`src/rtl/mem_arb_pkg.sv`:
```
// Shared definitions for the byte-serial memory arbiter: FSM encodings,
// access size codes, grant IDs and small byte-lane helpers.
package mem_arb_pkg;

  localparam logic [2:0] ST_IDLE    = 3'd0;
  localparam logic [2:0] ST_RD      = 3'd1;
  localparam logic [2:0] ST_RD_TAIL = 3'd2;
  localparam logic [2:0] ST_WR      = 3'd3;
  localparam logic [2:0] ST_DONE    = 3'd4;

  localparam logic [1:0] SZ_B = 2'b00;
  localparam logic [1:0] SZ_H = 2'b01;
  localparam logic [1:0] SZ_W = 2'b10;

  localparam logic GNT_IC  = 1'b0;
  localparam logic GNT_LSB = 1'b1;

  localparam logic [31:0] IO_BASE_DEF = 32'h0003_0000;

  typedef struct packed {
    logic        gnt;
    logic        we;
    logic        sgn;
    logic [1:0]  size;
    logic [31:0] wdata;
  } xfer_t;

  localparam xfer_t XFER_NONE = '{gnt: 1'b0, we: 1'b0, sgn: 1'b0, size: 2'b00, wdata: 32'h0000_0000};

  // Index of the final byte lane for an access size; size 11 behaves as a word.
  function automatic logic [1:0] last_lane(input logic [1:0] size);
    case (size)
      SZ_B:    last_lane = 2'd0;
      SZ_H:    last_lane = 2'd1;
      default: last_lane = 2'd3;
    endcase
  endfunction

  function automatic logic [7:0] byte_lane(input logic [31:0] word, input logic [1:0] lane);
    case (lane)
      2'd0:    byte_lane = word[7:0];
      2'd1:    byte_lane = word[15:8];
      2'd2:    byte_lane = word[23:16];
      default: byte_lane = word[31:24];
    endcase
  endfunction

endpackage

```
`src/rtl/mem_arbiter_if.sv`:
```
// Request/response and RAM-port bundle for mem_arbiter; the slave modport is
// the arbiter's view, the master modport the requesters' and RAM's view.
interface mem_arbiter_if #(
  parameter int unsigned ADDR_W = 32
);
  logic              ic_req;
  logic [ADDR_W-1:0] ic_addr;
  logic              ic_done;
  logic [31:0]       ic_data;
  logic              lsb_req;
  logic              lsb_we;
  logic [1:0]        lsb_size;
  logic              lsb_signed;
  logic [ADDR_W-1:0] lsb_addr;
  logic [31:0]       lsb_wdata;
  logic              lsb_done;
  logic [31:0]       lsb_rdata;
  logic [7:0]        mem_din;
  logic [7:0]        mem_dout;
  logic [ADDR_W-1:0] mem_a;
  logic              mem_wr;
  logic              io_buffer_full;

  modport slave (
    input  ic_req, ic_addr, lsb_req, lsb_we, lsb_size, lsb_signed, lsb_addr, lsb_wdata,
    input  mem_din, io_buffer_full,
    output ic_done, ic_data, lsb_done, lsb_rdata, mem_dout, mem_a, mem_wr
  );

  modport master (
    output ic_req, ic_addr, lsb_req, lsb_we, lsb_size, lsb_signed, lsb_addr, lsb_wdata,
    output mem_din, io_buffer_full,
    input  ic_done, ic_data, lsb_done, lsb_rdata, mem_dout, mem_a, mem_wr
  );
endinterface

```
`src/rtl/byte_assembler.sv`:
```
// Collects read bytes into little-endian lanes and extends the result by size.
// The result already includes the byte being captured this cycle.
module byte_assembler
  import mem_arb_pkg::*;
(
  input  logic        clk,
  input  logic        rst,
  input  logic        clear,
  input  logic        cap_en,
  input  logic [1:0]  cap_lane,
  input  logic [7:0]  din,
  input  logic [1:0]  size,
  input  logic        sgn,
  output logic [1:0]  last_lane_o,
  output logic [31:0] result
);
  logic [31:0] lanes_q;
  logic [31:0] lanes_d;

  // Merge the incoming byte into its lane.
  always_comb begin
    lanes_d = lanes_q;
    if (clear) begin
      lanes_d = 32'h0000_0000;
    end else if (cap_en) begin
      case (cap_lane)
        2'd0:    lanes_d[7:0]   = din;
        2'd1:    lanes_d[15:8]  = din;
        2'd2:    lanes_d[23:16] = din;
        default: lanes_d[31:24] = din;
      endcase
    end else begin
      lanes_d = lanes_q;
    end
  end

  // Lane capture register.
  always_ff @(posedge clk) begin
    if (rst) begin
      lanes_q <= 32'h0000_0000;
    end else begin
      lanes_q <= lanes_d;
    end
  end

  // Zero/sign extension of sub-word loads.
  always_comb begin
    case (size)
      SZ_B:    result = {{24{sgn & lanes_d[7]}}, lanes_d[7:0]};
      SZ_H:    result = {{16{sgn & lanes_d[15]}}, lanes_d[15:0]};
      default: result = lanes_d;
    endcase
  end

  assign last_lane_o = last_lane(size);

endmodule

```
`src/rtl/mem_arbiter.sv`:
```
// Arbitrates IC fetches and LSB loads/stores onto a byte-wide RAM port.
// Optional MEM_ARB_IO_STALL_EN: stores into the IO window wait while io_buffer_full.
module mem_arbiter
  import mem_arb_pkg::*;
#(
  parameter int unsigned       ADDR_W  = 32,
  parameter logic [ADDR_W-1:0] IO_BASE = ADDR_W'(IO_BASE_DEF)
) (
  input  logic         clk,
  input  logic         rst,
  input  logic         flush,
  mem_arbiter_if.slave bus,
  output logic         busy
);
  logic [2:0]        state_q, state_d;
  logic [1:0]        k_q, k_d;
  logic [ADDR_W-1:0] base_q, base_d;
  xfer_t             xfer_q, xfer_d;
  logic              last_grant_q, last_grant_d;
  logic [ADDR_W-1:0] mem_a_q, mem_a_d;
  logic              mem_wr_q, mem_wr_d;
  logic [7:0]        mem_dout_q, mem_dout_d;
  logic              ic_done_q, ic_done_d;
  logic              lsb_done_q, lsb_done_d;
  logic [31:0]       ic_data_q, ic_data_d;
  logic [31:0]       lsb_rdata_q, lsb_rdata_d;
  logic              busy_q, busy_d;

  logic              grant_s;
  logic              asm_clear_s;
  logic              cap_en_s;
  logic [1:0]        cap_lane_s;
  logic [1:0]        last_lane_s;
  logic [31:0]       asm_result_s;
  logic              io_window_s;
  logic              stall_s;

  assign io_window_s = (base_q >= IO_BASE);

`ifdef MEM_ARB_IO_STALL_EN
  assign stall_s = (state_q == ST_WR) && io_window_s && bus.io_buffer_full;
`else
  logic unused_io_s;
  assign stall_s     = 1'b0;
  assign unused_io_s = io_window_s ^ bus.io_buffer_full;
`endif

  byte_assembler u_asm (
    .clk         (clk),
    .rst         (rst),
    .clear       (asm_clear_s),
    .cap_en      (cap_en_s),
    .cap_lane    (cap_lane_s),
    .din         (bus.mem_din),
    .size        (xfer_q.size),
    .sgn         (xfer_q.sgn),
    .last_lane_o (last_lane_s),
    .result      (asm_result_s)
  );

  // Round-robin tie break against the previous winner.
  always_comb begin
    if (bus.ic_req && bus.lsb_req) begin
      grant_s = ~last_grant_q;
    end else if (bus.ic_req) begin
      grant_s = GNT_IC;
    end else begin
      grant_s = GNT_LSB;
    end
  end

  // RAM data returns one cycle after its address, so lane k-1 lands while k is issued.
  always_comb begin
    if (state_q == ST_RD_TAIL) begin
      cap_en_s   = 1'b1;
      cap_lane_s = last_lane_s;
    end else if ((state_q == ST_RD) && (k_q != 2'd0)) begin
      cap_en_s   = 1'b1;
      cap_lane_s = k_q - 2'd1;
    end else begin
      cap_en_s   = 1'b0;
      cap_lane_s = 2'd0;
    end
  end

  // Next-state, next-address and response logic.
  always_comb begin
    state_d      = state_q;
    k_d          = k_q;
    base_d       = base_q;
    xfer_d       = xfer_q;
    last_grant_d = last_grant_q;
    mem_a_d      = {ADDR_W{1'b0}};
    mem_wr_d     = 1'b0;
    mem_dout_d   = 8'h00;
    ic_done_d    = 1'b0;
    lsb_done_d   = 1'b0;
    ic_data_d    = ic_data_q;
    lsb_rdata_d  = lsb_rdata_q;
    asm_clear_s  = 1'b0;
    case (state_q)
      ST_IDLE: begin
        if (!flush && (bus.ic_req || bus.lsb_req)) begin
          asm_clear_s  = 1'b1;
          k_d          = 2'd0;
          last_grant_d = grant_s;
          if (grant_s == GNT_IC) begin
            base_d  = bus.ic_addr;
            xfer_d  = '{gnt: GNT_IC, we: 1'b0, sgn: 1'b0, size: SZ_W, wdata: 32'h0000_0000};
            mem_a_d = bus.ic_addr;
            state_d = ST_RD;
          end else begin
            base_d  = bus.lsb_addr;
            xfer_d  = '{gnt: GNT_LSB, we: bus.lsb_we, sgn: bus.lsb_signed,
                        size: bus.lsb_size, wdata: bus.lsb_wdata};
            mem_a_d = bus.lsb_addr;
            if (bus.lsb_we) begin
              state_d    = ST_WR;
              mem_wr_d   = 1'b1;
              mem_dout_d = bus.lsb_wdata[7:0];
            end else begin
              state_d = ST_RD;
            end
          end
        end else begin
          state_d = ST_IDLE;
        end
      end
      ST_RD: begin
        if (flush) begin
          state_d = ST_IDLE;
        end else if (k_q == last_lane_s) begin
          state_d = ST_RD_TAIL;
        end else begin
          k_d     = k_q + 2'd1;
          mem_a_d = base_q + ADDR_W'(k_q + 2'd1);
        end
      end
      ST_RD_TAIL: begin
        if (flush) begin
          state_d = ST_IDLE;
        end else begin
          state_d = ST_DONE;
          if (xfer_q.gnt == GNT_IC) begin
            ic_done_d = 1'b1;
            ic_data_d = asm_result_s;
          end else begin
            lsb_done_d  = 1'b1;
            lsb_rdata_d = asm_result_s;
          end
        end
      end
      ST_WR: begin
        // Stores are never aborted by flush.
        if (stall_s) begin
          mem_wr_d   = 1'b1;
          mem_a_d    = mem_a_q;
          mem_dout_d = mem_dout_q;
        end else if (k_q == last_lane_s) begin
          state_d    = ST_DONE;
          lsb_done_d = 1'b1;
        end else begin
          k_d        = k_q + 2'd1;
          mem_wr_d   = 1'b1;
          mem_a_d    = base_q + ADDR_W'(k_q + 2'd1);
          mem_dout_d = byte_lane(xfer_q.wdata, k_q + 2'd1);
        end
      end
      ST_DONE: begin
        state_d = ST_IDLE;
      end
      default: begin
        state_d = ST_IDLE;
      end
    endcase
    busy_d = (state_d != ST_IDLE);
  end

  // State and registered outputs.
  always_ff @(posedge clk) begin
    if (rst) begin
      state_q      <= ST_IDLE;
      k_q          <= 2'd0;
      base_q       <= {ADDR_W{1'b0}};
      xfer_q       <= XFER_NONE;
      last_grant_q <= GNT_LSB;
      mem_a_q      <= {ADDR_W{1'b0}};
      mem_wr_q     <= 1'b0;
      mem_dout_q   <= 8'h00;
      ic_done_q    <= 1'b0;
      lsb_done_q   <= 1'b0;
      ic_data_q    <= 32'h0000_0000;
      lsb_rdata_q  <= 32'h0000_0000;
      busy_q       <= 1'b0;
    end else begin
      state_q      <= state_d;
      k_q          <= k_d;
      base_q       <= base_d;
      xfer_q       <= xfer_d;
      last_grant_q <= last_grant_d;
      mem_a_q      <= mem_a_d;
      mem_wr_q     <= mem_wr_d;
      mem_dout_q   <= mem_dout_d;
      ic_done_q    <= ic_done_d;
      lsb_done_q   <= lsb_done_d;
      ic_data_q    <= ic_data_d;
      lsb_rdata_q  <= lsb_rdata_d;
      busy_q       <= busy_d;
    end
  end

  assign bus.mem_a     = mem_a_q;
  assign bus.mem_wr    = mem_wr_q & ~stall_s;
  assign bus.mem_dout  = mem_dout_q;
  assign bus.ic_done   = ic_done_q;
  assign bus.ic_data   = ic_data_q;
  assign bus.lsb_done  = lsb_done_q;
  assign bus.lsb_rdata = lsb_rdata_q;
  assign busy          = busy_q;

endmodule

```
`src/flat_wrapper.sv`:
```
// flat-port wrapper written by rule: the top's interface ports become plain ports
module mem_arbiter_flat import mem_arb_pkg::*;
#(
  parameter int unsigned       ADDR_W  = 32,
  parameter logic [ADDR_W-1:0] IO_BASE = ADDR_W'(IO_BASE_DEF)
)
  (clk, rst, flush, busy, bus_ic_req, bus_ic_addr, bus_lsb_req, bus_lsb_we, bus_lsb_size, bus_lsb_signed, bus_lsb_addr, bus_lsb_wdata, bus_mem_din, bus_io_buffer_full, bus_ic_done, bus_ic_data, bus_lsb_done, bus_lsb_rdata, bus_mem_dout, bus_mem_a, bus_mem_wr);
  mem_arbiter_if #(.ADDR_W(ADDR_W)) bus_i ();
  input  logic clk;
  input  logic rst;
  input  logic flush;
  output logic busy;
  input wire logic [$bits(bus_i.ic_req)-1:0] bus_ic_req;
  input wire logic [$bits(bus_i.ic_addr)-1:0] bus_ic_addr;
  input wire logic [$bits(bus_i.lsb_req)-1:0] bus_lsb_req;
  input wire logic [$bits(bus_i.lsb_we)-1:0] bus_lsb_we;
  input wire logic [$bits(bus_i.lsb_size)-1:0] bus_lsb_size;
  input wire logic [$bits(bus_i.lsb_signed)-1:0] bus_lsb_signed;
  input wire logic [$bits(bus_i.lsb_addr)-1:0] bus_lsb_addr;
  input wire logic [$bits(bus_i.lsb_wdata)-1:0] bus_lsb_wdata;
  input wire logic [$bits(bus_i.mem_din)-1:0] bus_mem_din;
  input wire logic [$bits(bus_i.io_buffer_full)-1:0] bus_io_buffer_full;
  output wire logic [$bits(bus_i.ic_done)-1:0] bus_ic_done;
  output wire logic [$bits(bus_i.ic_data)-1:0] bus_ic_data;
  output wire logic [$bits(bus_i.lsb_done)-1:0] bus_lsb_done;
  output wire logic [$bits(bus_i.lsb_rdata)-1:0] bus_lsb_rdata;
  output wire logic [$bits(bus_i.mem_dout)-1:0] bus_mem_dout;
  output wire logic [$bits(bus_i.mem_a)-1:0] bus_mem_a;
  output wire logic [$bits(bus_i.mem_wr)-1:0] bus_mem_wr;
  assign bus_i.ic_req = bus_ic_req;
  assign bus_i.ic_addr = bus_ic_addr;
  assign bus_i.lsb_req = bus_lsb_req;
  assign bus_i.lsb_we = bus_lsb_we;
  assign bus_i.lsb_size = bus_lsb_size;
  assign bus_i.lsb_signed = bus_lsb_signed;
  assign bus_i.lsb_addr = bus_lsb_addr;
  assign bus_i.lsb_wdata = bus_lsb_wdata;
  assign bus_i.mem_din = bus_mem_din;
  assign bus_i.io_buffer_full = bus_io_buffer_full;
  assign bus_ic_done = bus_i.ic_done;
  assign bus_ic_data = bus_i.ic_data;
  assign bus_lsb_done = bus_i.lsb_done;
  assign bus_lsb_rdata = bus_i.lsb_rdata;
  assign bus_mem_dout = bus_i.mem_dout;
  assign bus_mem_a = bus_i.mem_a;
  assign bus_mem_wr = bus_i.mem_wr;
  mem_arbiter #(.ADDR_W(ADDR_W), .IO_BASE(IO_BASE)) u_core (.clk(clk), .rst(rst), .flush(flush), .bus(bus_i), .busy(busy));
endmodule
```
`config.mk`:
```
export PLATFORM = sky130hd
export DESIGN_NAME = mem_arbiter_flat
export DESIGN_NICKNAME = d
export VERILOG_FILES = /design/src/rtl/mem_arb_pkg.sv /design/src/rtl/mem_arbiter_if.sv /design/src/rtl/byte_assembler.sv /design/src/rtl/mem_arbiter.sv /design/src/flat_wrapper.sv
export SDC_FILE = /design/constraint.sdc
export NUM_CORES = 1
export LEC_CHECK = 0
export CAP_MARGIN = 5
export CORE_MARGIN = 1.5
export CORE_UTILIZATION = 39
export CTS_BUF_LIST = sky130_fd_sc_hd__clkbuf_8 sky130_fd_sc_hd__clkbuf_16
export CTS_CLUSTER_DIAMETER = 100
export CTS_CLUSTER_SIZE = 12
export DETAILED_ROUTE_END_ITERATION = 12
export PLACE_DENSITY = 0.72
export SYNTH_ARGS = -nofsm -noshare
export SYNTH_HDL_FRONTEND = slang
export SYNTH_SLANG_ARGS = --single-unit
```
`constraint.sdc`:
```
create_clock -name clk -period 2.7 [get_ports clk]
set_clock_uncertainty 0.15 [all_clocks]
set_input_delay 0.54 -clock clk [delete_from_list [all_inputs] [get_ports clk]]
set_output_delay 0.54 -clock clk [all_outputs]
set_load 0.02 [all_outputs]
```
### After elaboration in Yosys (flattened, before gate mapping)

Index checks and enable logic that the tools add are counted.

* register bits after elaboration: 214
* latch bits: 0
* RAM bits: 0
* bits in read-only memories: 0
* logic and storage cells: 106
* memories: 0

* $add $sub $neg: 4
* multipliers: 0
* div/mod/pow operators: 0
* $lt $le $gt $ge: 0
* equality and inequality tests: 11
* shifts and indexed selects: 0
* multiplexer cells: 50
* bitwise operators: 6
* reductions and logical operators: 18

Operators by type and width (count)
* $mux 32: 6
* $pmux 32 s3: 1
* $mux 8: 8
* $pmux 32 s2: 1
* $mux 37: 1
* $add 32x32->32: 1
* $pmux 8 s3: 1
* $mux 3: 6
* $pmux 8 s2: 1
* $mux 1: 14
* $mux 2: 6
* $pmux 3 s4: 1
* $reduce_and 3->1: 3
* $eq 2x1->1 const B: 3
* $eq 3x2->1 const B: 2
* $logic_not 2->1: 3
* $pmux 2 s3: 1
* $reduce_bool 3->1: 2
* $reduce_or 3->1: 2
* $eq 2x2->1 const B: 2
* $not 1->1: 4
* $pmux 1 s2: 2
* $pmux 2 s2: 1
* $add 2x1->3 const B: 1
* other kinds (13): 16

### Logic depth before layout (Yosys ltp)

* depth in word-level cells: 11
* depth in mapped cells: 10
* mapped depth without buffers: 8

### Hierarchy

A second synthesis with hierarchy kept.

* cell total of the unflattened synthesis: 1073
* area, all modules: 9355.2 µm²

Modules (own cells, without submodules)
* mem_arbiter: times used 1, cells each 883, area an instance 7683.6 µm², sequential area each 3643.5 µm²
* byte_assembler: times used 1, cells each 190, area an instance 1671.6 µm², sequential area each 640.6 µm²

### Worst setup path after synthesis

No wires, ideal clock.

* path kind: register to register
* start: register u_core.k_q[0]
* end: register u_core.mem_a_q[30], in the netlist u_core.bus.mem_a[30]
* setup time: 79 ps
* arrival time: 2514 ps
* required time: 2471 ps
* path slack: -43 ps
* stages on the path, launching flop included: 10
* clock period less this slack: 2743 ps
* path through: dfxtp_1 -> buf_2 -> inv_1 -> ha_1 -> fa_1 -> nand2b_1 -> a211oi_2 -> nand3_1 -> or4_1 -> o211ai_1

* longest elaborated chain between the ends: 5
* elaborated cells between the ends (all ways): 6

RTL lines
* start, declared: RTL line mem_arbiter.sv:16 `logic [1:0] k_q, k_d;`
* start signal, assigned: RTL line mem_arbiter.sv:197 `k_q <= k_d;`
* $add 2x1->3: RTL line mem_arbiter.sv:136, mem_arbiter.sv:165
* $add 32x32->32: RTL line mem_arbiter.sv:136, mem_arbiter.sv:165
* $mux 32 *: RTL line mem_arbiter.sv:132, mem_arbiter.sv:159
* $mux 32: RTL line mem_arbiter.sv:130 `if (flush) begin`
* $pmux 32 s3 *: RTL line mem_arbiter.sv:101 `case (state_q)`
* end signal, assigned: RTL line mem_arbiter.sv:187 `mem_a_q <= {ADDR_W{1'b0}};`
* end signal, assigned: RTL line mem_arbiter.sv:201 `mem_a_q <= mem_a_d;`
* end, declared: RTL line mem_arbiter.sv:20 `logic [ADDR_W-1:0] mem_a_q, mem_a_d;`

Every way passes the cells marked *; elsewhere a longest branch is shown, timed or not.
A chain may end at the register's enable or synchronous reset.

### Final worst setup path

* start: input flush
* end: register u_core.ic_data_q[31], in the netlist u_core.bus.ic_data[31]

* longest elaborated chain between the ends: 7
* elaborated cells between the ends (all ways): 10

RTL lines
* start, declared: RTL line flat_wrapper.sv:11 `input logic flush;`
* $logic_not 1->1: RTL line mem_arbiter.sv:103 `if (!flush && (bus.ic_req || bus.lsb_req)) begin`
* $logic_and 1x1->1: RTL line mem_arbiter.sv:103
* $mux 1: RTL line mem_arbiter.sv:103
* $mux 1: RTL line mem_arbiter.sv:101
* $mux 32: RTL line byte_assembler.sv:23 `if (clear) begin`
* $and 1x1->1, on equally long branches: RTL line byte_assembler.sv:50, byte_assembler.sv:49
* $pmux 32 s2: RTL line byte_assembler.sv:48 `case (size)`
* end signal, assigned: RTL line mem_arbiter.sv:206 `ic_data_q <= ic_data_d;`
* end, declared: RTL line mem_arbiter.sv:25 `logic [31:0] ic_data_q, ic_data_d;`

Parallel ways exist; a longest one is shown, timed or not.

==> impl_results.md <==
- Initial antenna violation count: 2
- Worst min-delay path class: input pin to register
- Final slew viol count: 0
- Clock root buffer: clkbuf_16
- Clock Path Buffers: 3
- Net Sw Frac: 25.6%
- Setup WS pre-CTS: -0.334 ns
- Seq/Total Area, Yosys: 44.4%
- Combinational power share: 14.1%
- Top FF cell, synth: dfxtp_1
- Period utilization: 94.3%
- GRT Residual Overflow: 0
- Leak: 4.49 nW
- Hold Path End: u_core.state_q[2]
- Top-area cell type share of the netlist area: 44.4%
- Die Height: 160 um
- Power Internal: 5.13 mW
- Num CTS Buffers: 21
- Final HPWL DP: 19.7 mm
- Drt first pass iters: 5
- Leading cell types in the layout, fill and taps excluded: clkdlybuf4s50_1, dfxtp_1, nor2_1, nand2_1, a21oi_1
- Flops & latches, synth: 214
- Most common cell after layout, fill and taps aside: clkdlybuf4s50_1
- Pwr/cell area: 530 nW/um^2
- Worst-path maximum fanout: 32
- CP Class: input pin to register
- 1st-iter DRT viols: 785
- R2r worst-path depth: 7
- CTS tree: done
- Setup Buffers After CTS: 0
- Critical path endpoint category: register
- Status: completed
- Clk pwr share: 37.0%
- FMAX: 393 MHz
- Area grow syn2layout: 34.8%
- CTS clk-pin slew, worst paths: 0.06 ns
- Number of synthesized flops with an enable pin: 0
- Finished Cell Area: 13000 um^2
- Vias in the first global route: 8743
- Largest net degree at the start of global routing: 148
- Worst EP required: 2.89 ns
- Min-delay src: rst
- Cell family with most CP delay: simple AND/OR/NAND/NOR gates
- Area of placed instances: 12500 um^2
- Clk Latency, worst-skew pair: 0.50 ns
- NetSw: 1.76 mW
- Worst relative slew slack: 56.1%
- Die area: 25700 um^2
- Top cells by area, synth: dfxtp_1, mux2i_1, nor2_1
- Core Footprint: 24300 um^2
- Mapped Cells: 1060
- Syn nets: 1183
- Buffers and inverters on the worst path: 3
- Post-route ant nets: 0
- Final worst slack: 0.154 ns
- Via count: 8977
- Number of library cell types mapped by synthesis: 69
- Drt wl/cell: 17.7 um
- R2r setup slk: 0.18 ns
- Worst Path Arrival: 2.74 ns
- Final hold vios: 0
- Die X: 160 um
- Maximum vdd drop: 0.000373 V
- Final #Nets: 1394
- First-pass GRT wire length: 45.5 mm
- Site Rows: 57
- Syn Std Cell Area: 9660 um^2
- Crit path largest cell delay: 0.63 ns
- RD Place Congestion: 0.876
- Layout cells sized above 1: 9.92%
- Final setup violation count: 0
- # IOs: 222
- Slowest cell on crit path: or4_1
- Ys Warns: 0
- WL final: 28.3 mm
- Initial Util: 39.7%
- Maxcap violations: 0
- Ys async rst share: 0%
- Via density: 5.62
- R2R Path Start: u_core.k_q[0]
- Hold depth: 4
- DRC viols: 0
- CTS HTree Levels: 1
- R2r endpoint: u_core.bus.ic_data[5]
- Syn Area/Cell: 9.11 um^2
- Gr usage total: 21.6%
- Worst Tran Pin Value: 0.658 ns
- CP Cell Sequence: clkdlybuf4s50_1 -> or4_1 -> buf_4 -> o2111ai_1 -> a31oi_1 -> nor4_4 -> buf_12 -> a311oi_1
- Critical Path Start Type: input pin
- Port-buffer cells: 220
- Sequential power share: 48.8%
- CTS sink count: 214
- Post-synth top area cell: dfxtp_1
- Fin crit period: 2.55 ns
## worst register-to-register path: stages (launching register included)
cell	delay, ns
dfxtp_1	0.33
inv_1	0.09
ha_1	0.29
o32a_1	0.43
buf_4	0.20
o21ai_4	0.34
mux2i_1	0.43
o32ai_1	0.15
## area by class of cell
class                           instances  area (um^2)
Fill cell                            2206        11300
Multi-Input combinational cell        735         4910
Sequential cell                       214         4280
Timing Repair Buffer                  285         2830
Clock buffer                           22          539
Tap cell                              324          405
Inverter                               14         52.6
Antenna cell                            2         5.00
## cells by family (layout without fill, tap and decap cells)
| kind of cell | count (synthesis) | in the layout | synth area share [%] |
|---|---|---|---|
| AND/OR/NAND/NOR | 362 | 362 | 18.5 |
| AO/OA/AOI/OAI | 289 | 289 | 23.2 |
| flip-flops | 214 | 214 | 44.4 |
| buffers and inverters | 111 | 321 | 5.21 |
| multiplexers | 56 | 56 | 5.80 |
| XOR/XNOR | 19 | 19 | 1.72 |
| adder cells (fa/ha/maj) | 9 | 9 | 1.24 |
| other | 0 | 2 | 0 |
## registers in the layout (all words and copies together) (netlist names)
signal and cells:
u_core.base_q 32, u_core.bus.mem_dout 8, u_core.bus.lsb_done 1, u_core.bus.lsb_rdata 32, u_core.xfer_q 36, u_core.bus.mem_a 32, u_core.last_grant_q 1, u_core.u_asm.lanes_q 32
u_core.bus.mem_wr 1, u_core.bus.ic_done 1, u_core.bus.ic_data 32, u_core.state_q 3, u_core.k_q 2, u_core.busy 1
## repair_timing
item                                   in CTS  in global routing
setup endpoints to repair                   0                 68
hold buffers                                0                  0
endpoints found under the hold margin       0                  0
gates resized for setup                     0                  3
## Yosys cell counts (7+ instances only)
cell	number
dfxtp_1	214
nor2_1	122
nand2_1	64
a21oi_1	60
clkbuf_1	59
mux2i_1	56
nand3_1	45
a311oi_1	40
nand2b_1	38
a211oi_1	30
o211ai_1	26
buf_2	24
nand4_1	22
o32ai_1	17
inv_1	14
nor3_1	14
nor4_1	14
o21ai_0	14
o22ai_1	14
xor2_1	12
or4_1	9
a211o_1	8
a222oi_1	8
a22oi_1	8
a311oi_2	8
ha_1	8
o31ai_1	8
a31oi_2	7
buf_4	7
nor2b_1	7
xnor2_1	7
## metrics by stage
step	power [mW]	std cells	hold WS (ns)	setup TNS, ns	utilization (%)
finish	6.90	1596	0.249	0	53.5
global route	7.15	1594	0.255	-0.00386	53.5
CTS	6.95	1594	0.230	0	53.5
detailed placement	4.40	1572	0.293	-27.42	51.3
global placement	4.39	1572	0.288	-24.40	51.3
floorplan	3.94	1060	0.281	0	-
## power groups by stage
stage               logic [mW]  registers, mW  clock network, mW
detailed placement       0.969           3.44                  0
global route              1.06           3.38               2.72
global placement         0.955           3.43                  0
CTS                      0.974           3.37               2.61
floorplan                0.485           3.45                  0
finish                   0.975           3.37               2.55
## routing by layer
metal  global-route usage (%)  routed length, um  share of wire [%]  vias to the layer above
met5                        0                  0                  0                        -
met4                     6.84                829                2.9                        0
met3                     3.93               1620                5.7                       52
met2                     36.9              13500                 48                      290
met1                     27.6              12300                 43                     4275
li1                         -                  -                  -                     4360
## how the worst max path moves through the flow
stage | start | to | slack (ns) | cells after the start
global route | u_core.k_q[0] | u_core.bus.mem_a[3] | -0.004 | 10
floorplan | u_core.k_q[0] | u_core.bus.lsb_rdata[30] | 0.05 | 10
CTS | u_core.k_q[0] | u_core.bus.lsb_rdata[20] | 0.03 | 8
global placement | flush | u_core.bus.lsb_rdata[25] | -0.31 | 8
detailed placement | flush | u_core.bus.lsb_rdata[21] | -0.33 | 8
finish | flush | u_core.bus.ic_data[31] | 0.15 | 8
No activity file was read; power rests on OpenSTA's default activity.
